--- src/rtl/pcie_framing_pkg.sv ---
// Framing K-symbols and framer FSM states shared by the transmit framer and the receive-side identifier.
// Pure declarations; no logic.
package pcie_framing_pkg;

   localparam logic [7:0] K_STP = 8'hFB;
   localparam logic [7:0] K_SDP = 8'h5C;
   localparam logic [7:0] K_END = 8'hFD;
   localparam logic [7:0] K_EDB = 8'hFE;
   localparam logic [7:0] K_PAD = 8'hF7;

   typedef enum logic [1:0] {
      ST_IDLE = 2'd0,
      ST_DATA = 2'd1,
      ST_TERM = 2'd2
   } frm_state_e;

endpackage

--- src/rtl/symbol_packer.sv ---
// Packs single symbols into W-lane words; a word leaves on filling lane W-1 or on flush, one cycle after its last insert.
// One-deep output register; can_take_o/can_load_o tell the producer when an insert or a flush would be lost.
module symbol_packer #(
   parameter int W = 4
) (
   input  logic             clk_i,
   input  logic             rst_i,
   input  logic             sym_vld_i,
   input  logic [7:0]       sym_dat_i,
   input  logic             sym_k_i,
   input  logic             flush_i,
   output logic             can_take_o,
   output logic             can_load_o,
   output logic [8*W-1:0]   dat_o,
   output logic [W-1:0]     dk_o,
   output logic [W-1:0]     lane_vld_o,
   output logic             out_valid_o,
   input  logic             out_ready_i
);

   localparam int CW = (W > 1) ? $clog2(W) : 1;
   localparam logic [CW-1:0] LAST = CW'(W - 1);

   logic [CW-1:0]  cnt_q, cnt_d;
   logic [8*W-1:0] acc_dat_q, acc_dat_d;
   logic [W-1:0]   acc_k_q, acc_k_d;
   logic [W-1:0]   acc_v_q, acc_v_d;

   logic [8*W-1:0] out_dat_q, out_dat_d;
   logic [W-1:0]   out_k_q, out_k_d;
   logic [W-1:0]   out_v_q, out_v_d;
   logic           out_vld_q, out_vld_d;

   logic           complete;

   assign can_load_o = !out_vld_q || out_ready_i;
   assign can_take_o = (cnt_q != LAST) || can_load_o;

   always_comb begin
      cnt_d     = cnt_q;
      acc_dat_d = acc_dat_q;
      acc_k_d   = acc_k_q;
      acc_v_d   = acc_v_q;
      out_dat_d = out_dat_q;
      out_k_d   = out_k_q;
      out_v_d   = out_v_q;
      out_vld_d = out_vld_q;

      if (sym_vld_i) begin
         acc_dat_d[8*cnt_q +: 8] = sym_dat_i;
         acc_k_d[cnt_q]          = sym_k_i;
         acc_v_d[cnt_q]          = 1'b1;
      end

      // A flush on an empty accumulator (END landed in lane W-1) must not emit a blank word.
      complete = (sym_vld_i && (cnt_q == LAST)) || (flush_i && (acc_v_d != '0));

      if (out_vld_q && out_ready_i) begin
         out_vld_d = 1'b0;
         out_dat_d = '0;
         out_k_d   = '0;
         out_v_d   = '0;
      end

      if (complete) begin
         out_vld_d = 1'b1;
         out_dat_d = acc_dat_d;
         out_k_d   = acc_k_d;
         out_v_d   = acc_v_d;
         acc_dat_d = '0;
         acc_k_d   = '0;
         acc_v_d   = '0;
         cnt_d     = '0;
      end else if (sym_vld_i) begin
         cnt_d = cnt_q + 1'b1;
      end
   end

   always_ff @(posedge clk_i or posedge rst_i) begin
      if (rst_i) begin
         cnt_q     <= '0;
         acc_dat_q <= '0;
         acc_k_q   <= '0;
         acc_v_q   <= '0;
         out_dat_q <= '0;
         out_k_q   <= '0;
         out_v_q   <= '0;
         out_vld_q <= 1'b0;
      end else begin
         cnt_q     <= cnt_d;
         acc_dat_q <= acc_dat_d;
         acc_k_q   <= acc_k_d;
         acc_v_q   <= acc_v_d;
         out_dat_q <= out_dat_d;
         out_k_q   <= out_k_d;
         out_v_q   <= out_v_d;
         out_vld_q <= out_vld_d;
      end
   end

   assign dat_o       = out_dat_q;
   assign dk_o        = out_k_q;
   assign lane_vld_o  = out_v_q;
   assign out_valid_o = out_vld_q;

endmodule

--- src/rtl/packet_framer.sv ---
// Wraps each byte-serial TLP/DLLP in STP/SDP ... END/EDB K-symbols and packs the result into W-lane words.
// Word visible one cycle after its last symbol; in_ready drops while the packer's last lane has nowhere to go.
module packet_framer
   import pcie_framing_pkg::*;
#(
   parameter int         W       = 4,
   parameter logic [7:0] STP_SYM = K_STP,
   parameter logic [7:0] SDP_SYM = K_SDP,
   parameter logic [7:0] END_SYM = K_END,
   parameter logic [7:0] EDB_SYM = K_EDB
) (
   input  logic             clk,
   input  logic             rst,
   input  logic [7:0]       in_data,
   input  logic             in_valid,
   input  logic             in_sop,
   input  logic             in_eop,
   input  logic             in_dllp,
   input  logic             in_abort,
   output logic             in_ready,
   output logic [8*W-1:0]   Data_out,
   output logic [W-1:0]     DK,
   output logic [W-1:0]     valid,
   output logic             out_valid,
   input  logic             out_ready,
   output logic             protocol_err
);

   frm_state_e state_q, state_d;
   logic       first_q, first_d;
   logic       abort_q, abort_d;
   logic       err_q, err_d;

   logic       sym_vld;
   logic [7:0] sym_dat;
   logic       sym_k;
   logic       flush;
   logic       can_take;
   logic       can_load;

   always_comb begin
      state_d  = state_q;
      first_d  = first_q;
      abort_d  = abort_q;
      err_d    = 1'b0;
      in_ready = 1'b0;
      sym_vld  = 1'b0;
      sym_dat  = 8'h00;
      sym_k    = 1'b0;
      flush    = 1'b0;

      case (state_q)
         ST_IDLE: begin
            // The sop byte stays on the input; it is taken in DATA after the start symbol.
            if (in_valid && in_sop) begin
               if (can_take) begin
                  sym_vld = 1'b1;
                  sym_dat = in_dllp ? SDP_SYM : STP_SYM;
                  sym_k   = 1'b1;
                  first_d = 1'b1;
                  state_d = ST_DATA;
               end
            end else if (in_valid) begin
               in_ready = 1'b1;
               err_d    = 1'b1;
            end
         end
         ST_DATA: begin
            in_ready = can_take;
            if (in_valid && can_take) begin
               sym_vld = 1'b1;
               sym_dat = in_data;
               first_d = 1'b0;
               if (in_sop && !first_q) err_d = 1'b1;
               if (in_eop) begin
                  abort_d = in_abort;
                  state_d = ST_TERM;
               end
            end
         end
         ST_TERM: begin
            // The end symbol always completes a word, so it waits for room in the output register.
            if (can_load) begin
               sym_vld = 1'b1;
               sym_dat = abort_q ? EDB_SYM : END_SYM;
               sym_k   = 1'b1;
               flush   = 1'b1;
               state_d = ST_IDLE;
            end
         end
         default: state_d = ST_IDLE;
      endcase

      if (rst) in_ready = 1'b0;
   end

   always_ff @(posedge clk or posedge rst) begin
      if (rst) begin
         state_q <= ST_IDLE;
         first_q <= 1'b0;
         abort_q <= 1'b0;
         err_q   <= 1'b0;
      end else begin
         state_q <= state_d;
         first_q <= first_d;
         abort_q <= abort_d;
         err_q   <= err_d;
      end
   end

   assign protocol_err = err_q;

   symbol_packer #(
      .W (W)
   ) u_packer (
      .clk_i       (clk),
      .rst_i       (rst),
      .sym_vld_i   (sym_vld),
      .sym_dat_i   (sym_dat),
      .sym_k_i     (sym_k),
      .flush_i     (flush),
      .can_take_o  (can_take),
      .can_load_o  (can_load),
      .dat_o       (Data_out),
      .dk_o        (DK),
      .lane_vld_o  (valid),
      .out_valid_o (out_valid),
      .out_ready_i (out_ready)
   );

endmodule

--- config.mk ---
export PLATFORM = sky130hd
export DESIGN_NAME = packet_framer
export DESIGN_NICKNAME = d
export VERILOG_FILES = /design/src/rtl/pcie_framing_pkg.sv /design/src/rtl/symbol_packer.sv /design/src/rtl/packet_framer.sv
export SDC_FILE = /design/constraint.sdc
export NUM_CORES = 1
export LEC_CHECK = 0
export ABC_CLOCK_PERIOD_IN_PS = 7000
export CELL_PAD_IN_SITES_DETAIL_PLACEMENT = 1
export CELL_PAD_IN_SITES_GLOBAL_PLACEMENT = 1
export CORE_MARGIN = 2
export CORE_UTILIZATION = 40
export DETAILED_ROUTE_END_ITERATION = 7
export GPL_ROUTABILITY_DRIVEN = 0
export GPL_TIMING_DRIVEN = 0
export PLACE_DENSITY = 0.76
export SLEW_MARGIN = 20
export SYNTH_ARGS = -nofsm -noshare
export SYNTH_HDL_FRONTEND = slang
export SYNTH_SLANG_ARGS = --single-unit
export TNS_END_PERCENT = 5
--- constraint.sdc ---
create_clock -name clk -period 7 [get_ports clk]
set_input_delay 1.4 -clock clk [delete_from_list [all_inputs] [get_ports clk]]
set_output_delay 1.4 -clock clk [all_outputs]
set_load 0.005 [all_outputs]
* Word-level counts from Yosys, hierarchy flattened
Index checks and enable logic that the tools add are counted.
** Operators by class
- Add/sub/neg operators :: 2
- Multipliers :: 0
- Divide/modulo/power cells :: 0
- $lt $le $gt $ge :: 2
- Equality and inequality tests :: 9
- Shifts and indexed selects :: 2
- Multiplexer cells :: 50
- Bitwise logic cells :: 1
- Reductions and logical operators :: 20
** Operator list (count)
- $mux 32 :: 4
- $mux 8 :: 5
- $neg 5->34 :: 1
- $shift 8x34->32 const A :: 1
- $shiftx 8x34->32 :: 1
- $bwmux 32 :: 1
- $mux 4 :: 7
- $pmux 8 s3 :: 1
- $mux 1 :: 16
- $mux 2 :: 8
- $ne 2x2->1 const B :: 5
- $pmux 1 s2 :: 4
- $logic_and 1x1->1 :: 7
- $pmux 2 s3 :: 1
- $reduce_bool 2->1 :: 3
- $reduce_and 5->1 :: 1
- $bwmux 4 :: 1
- $eq 2x2->1 const B :: 2
- $or 4x4->4 :: 1
- $reduce_and 4->1 :: 1
- $reduce_bool 4->1 :: 1
- $logic_or 1x1->1 :: 3
- $lt 2x3->1 const B :: 1
- $pmux 1 s3 :: 1
- 8 further kinds :: 9
** Word-level totals
- Bits in registers :: 88
- Latch bits :: 0
- RAM bits :: 0
- ROM bits :: 0
- Output and inout bits :: 43
- Logic and storage cells :: 98
- Memories kept :: 0

* Longest topological paths before layout
Gate-level depths: netlist of run 1.
- Depth in word-level cells :: 11
- Depth in mapped cells :: 9

* Hierarchy
A second synthesis of run 1 with hierarchy kept.
** Unflattened totals
- Cells, all modules :: 366
- Area, all modules :: 3926.3 um^2
** Modules (own cells, without submodules)
- symbol_packer :: times used 1, cells an instance 317, area an instance 3507.1 um^2, seq. area each 2077.0 um^2
- packet_framer :: times used 1, cells an instance 49, area an instance 419.2 um^2, seq. area each 125.1 um^2

* Least setup slack after synthesis of run 1
Ideal clock, no wire load.
- Path kind :: input port to output port
- Start :: input out_ready
- End :: output in_ready
- Arrival :: 1913 ps
- Data required time :: 5600 ps
- Path slack :: 3687 ps
- Stages :: 3
- Cell sequence :: nand3b_1 a21oi_1 nor3_1
** Between the ends
- Word-level cells in the longest chain between the ends :: 4
** Ends and longest elaborated chain
- start: declaration :: RTL line packet_framer.sv:25 : input logic out_ready,
- $logic_or 1x1->1 :: RTL line symbol_packer.sv:36 : assign can_load_o = !out_vld_q || out_ready_i;
- $logic_or 1x1->1 :: RTL line symbol_packer.sv:37 : assign can_take_o = (cnt_q != LAST) || can_load_o;
- $pmux 1 s2 :: RTL line packet_framer.sv:52 : case (state_q)
- $mux 1 :: RTL line packet_framer.sv:94 : if (rst) in_ready = 1'b0;
- end: declaration :: RTL line packet_framer.sv:20 : output logic in_ready,
Every way passes these cells.

* Worst setup path after layout of run 1
Same ends and word-level chain as after synthesis.

==> impl_metrics.env, run 1 <==
export IMPL_io_buffers=58
export IMPL_cts_buffers=9
export IMPL_fin_ws_ns=2.47
export IMPL_crit_required_ns=5.60
export IMPL_synth_seq_cells=88
export IMPL_setup_viol=0
export IMPL_outcome="finished, final reports clean"
export IMPL_dp_hpwl_um=9360
export IMPL_grt_overflow=0
export IMPL_via_count=3727
export IMPL_post_cts_resized=0
export IMPL_grt_start_max_net_pins=47
export IMPL_dieWidth_um=106
export IMPL_cts_tree="yes"
export IMPL_slew_headroom=0.411
export IMPL_synthesis_area_um2=4170
export IMPL_wl_met2_um=6520
export IMPL_hold_path_class="reg -> reg"
export IMPL_fmax_mhz=221
export IMPL_wire_per_inst_um=21.1
export IMPL_cts_buffer_depth=2
export IMPL_cts_sinks=88
export IMPL_rsz0062_at_grt="false"
export IMPL_synth_edf_count=0
export IMPL_grt_pass1_vias=3963
export IMPL_wl_met1_um=5600
export IMPL_fin_worst_skew_ns=0.0144
export IMPL_path_clk_slew_ns=0.09
export IMPL_grt_use_total=0.242
export IMPL_synth_seq_area_share=0.528
export IMPL_drc=0
export IMPL_wl_met3_um=509
export IMPL_syn_area_per_cell_um2=10.3
export IMPL_powerDensity_nw_per_um2=384
export IMPL_cp_arrival_ns=3.13
export IMPL_drt_iter0_drc=208
export IMPL_antenna_cells=0
export IMPL_syn_to_final_growth_pct=23.5
export IMPL_cts_hold_buf=0
export IMPL_drv_slew=0
export IMPL_synthArstFlopShare=1.00
export IMPL_antenna_found_initial=0
export IMPL_first_pass_iters=5
export IMPL_leakage_nw=2.07
export IMPL_synthCells=404
export IMPL_worstMarginPinSlew_ns=0.879
export IMPL_cts_max_level=3
export IMPL_worstSetupPathType="in -> out"
export IMPL_rows=37
export IMPL_nNetsFinal=498
export IMPL_ys_flop_type="dfrtp_1"
export IMPL_fin_setup_tns_ns=0
export IMPL_drive_above_1_share=0.0774
export IMPL_yosysWarnings=0
export IMPL_dieArea_um2=11300
export IMPL_start_util=0.408
export IMPL_postCtsSetupBuffers=0
export IMPL_io_pins=59
export IMPL_core_area_um2=10200
export IMPL_fin_crit_ns=4.53
export IMPL_layout_common_cells="88 x dfrtp_1, 58 x clkdlybuf4s50_1, 40 x a21oi_1, 37 x o21ai_0, 33 x o211ai_1"
export IMPL_startpoint_type="input pin"
export IMPL_layout_commonest_cell="dfrtp_1"
export IMPL_highest_layer="met4"
export IMPL_ant_nets=0
export IMPL_critPathMaxFanout=9
export IMPL_clockRootBuffer="clkbuf_8"
export IMPL_insertion_delay_ns=0.37
export IMPL_critPathCaptureType="output port"
export IMPL_syn_nets=428
export IMPL_ir_drop_v=0.000146
export IMPL_die_y_um=106
export IMPL_maxCapViolations=0
export IMPL_pre_cts_ws_ns=2.48
export IMPL_grt_pass1_wl_um=21200
export IMPL_vias_per_cell=6.07
export IMPL_post_route_period_util=0.647
export IMPL_synth_cell_types=41
export IMPL_finalWirelength_um=13000
export IMPL_finalHoldViolCount=0
[metrics by stage]
step,power (W),area (um^2),instances,hold WS [ns],util
5_1_grt,0.00211,5150,614,0.560,0.503
3_3_place_gp,0.00158,4920,598,0.474,0.481
3_5_place_dp,0.00163,4960,599,0.482,0.485
6_report,0.00198,5150,614,0.496,0.503
4_1_cts,0.00198,5140,614,0.503,0.503
2_1_floorplan,0.00122,4170,404,0.460,-
[registers in the layout (all words and copies together), names as in the netlist, 2 cells and up]
| register | cells |
|---|---|
| u_packer.lane_vld_o | 4 |
| u_packer.cnt_q | 2 |
| u_packer.acc_dat_q | 32 |
| u_packer.dat_o | 32 |
| u_packer.acc_v_q | 4 |
| u_packer.acc_k_q | 4 |
| u_packer.dk_o | 4 |
| state_q | 2 |
[Yosys cell counts (all sizes together) (3+ instances only)]
cell,instances,share of area
or3b,3,0.0063
nor2,13,0.012
o211ai,33,0.059
ha,8,0.024
o21ai,37,0.044
nor2b,4,0.0060
a21oi,40,0.048
a2111oi,32,0.067
nand2,20,0.018
buf,12,0.017
mux2i,7,0.017
clkbuf,26,0.024
a211oi,6,0.012
inv,8,0.0072
nand2b,4,0.0060
a31oi,32,0.048
dfrtp,88,0.53
a41oi,3,0.0063
nor3,5,0.0060
[per-layer routing]
metal  track usage  up-vias
li1              -     1707
met1         0.317     1895
met2         0.406       99
met3        0.0386       26
met4        0.0902        0
met5             0        -
[critical path, stage by stage]
cell and delay, ns:
clkdlybuf4s50_1 0.55, nand3b_1 0.37, a21oi_1 0.12, nor3_1 0.15, clkdlybuf4s50_1 0.53
[cell families after synthesis]
| logic type | count (synthesis) | synth area share |
|---|---|---|
| adder cells (fa/ha/maj) | 8 | 0.0240 |
| multiplexers | 9 | 0.0222 |
| AO/OA/AOI/OAI | 188 | 0.296 |
| flip-flops | 88 | 0.528 |
| buffers and inverters | 46 | 0.0480 |
| AND/OR/NAND/NOR | 65 | 0.0819 |
[layout make-up]
class,count,area (um^2)
clock inverters,5,58.8
well taps,136,170
plain buffers,38,170
repair buffers,59,608
multi-input cells,270,1780
fillers,1156,5080
clock buffers,10,128
flip-flops and latches,88,2200
inverters,8,32.5
[power by group]
group | switching, W | internal [W] | total, W
Combinational | 0.000458 | 0.000395 | 0.000853
Sequential | 0.0000936 | 0.000680 | 0.000773
Clock | 0.000186 | 0.000163 | 0.000350
Total | 0.000738 | 0.00124 | 0.00198
[worst paths after layout]
kind	startpoint	to	slack (ns)	cells after the start
max	out_ready	in_ready	2.47	5
min	u_packer.acc_k_q[3]$_DFF_PP0_	u_packer.acc_k_q[3]$_DFF_PP0_	0.50	2
max reg2reg	u_packer.cnt_q[0]$_DFFE_PP0P_	u_packer.dat_o[22]$_DFFE_PP0P_	3.98	9
min reg2reg	u_packer.acc_k_q[3]$_DFF_PP0_	u_packer.acc_k_q[3]$_DFF_PP0_	0.50	2
max in group asynchronous	rst	u_packer.dat_o[14]$_DFFE_PP0P_	4.88	3
min in group asynchronous	rst	abort_q$_DFFE_PP0P_	1.47	2
Note: power is estimated with default switching activity, not from simulation.
==> run 2: changes to the inputs <==
--- a/config.mk
+++ b/config.mk
@@ -5,7 +5,7 @@
 export SDC_FILE = /design/constraint.sdc
 export NUM_CORES = 1
 export LEC_CHECK = 0
-export ABC_CLOCK_PERIOD_IN_PS = 7000
+export ABC_CLOCK_PERIOD_IN_PS = 4200
 export CELL_PAD_IN_SITES_DETAIL_PLACEMENT = 1
 export CELL_PAD_IN_SITES_GLOBAL_PLACEMENT = 1
 export CORE_MARGIN = 2
==> constraint.sdc (replaced) <==
create_clock -name clk -period 4.2 [get_ports clk]
set_input_delay 0.84 -clock clk [delete_from_list [all_inputs] [get_ports clk]]
set_output_delay 0.84 -clock clk [all_outputs]
set_load 0.005 [all_outputs]
==> results of run 2 <==
Same layout as run 1 (identical final DEF). Status: finished, final reports clean.
Main changes from that run: setup slack after placement 2.48 ns -> 0.769 ns; setup slack after layout 2.47 ns -> 0.794 ns; register-to-register setup slack 3.98 ns -> 1.18 ns; total power 0.00198 W -> 0.00329 W; worst IR drop on VDD 0.000146 V -> 0.000243 V
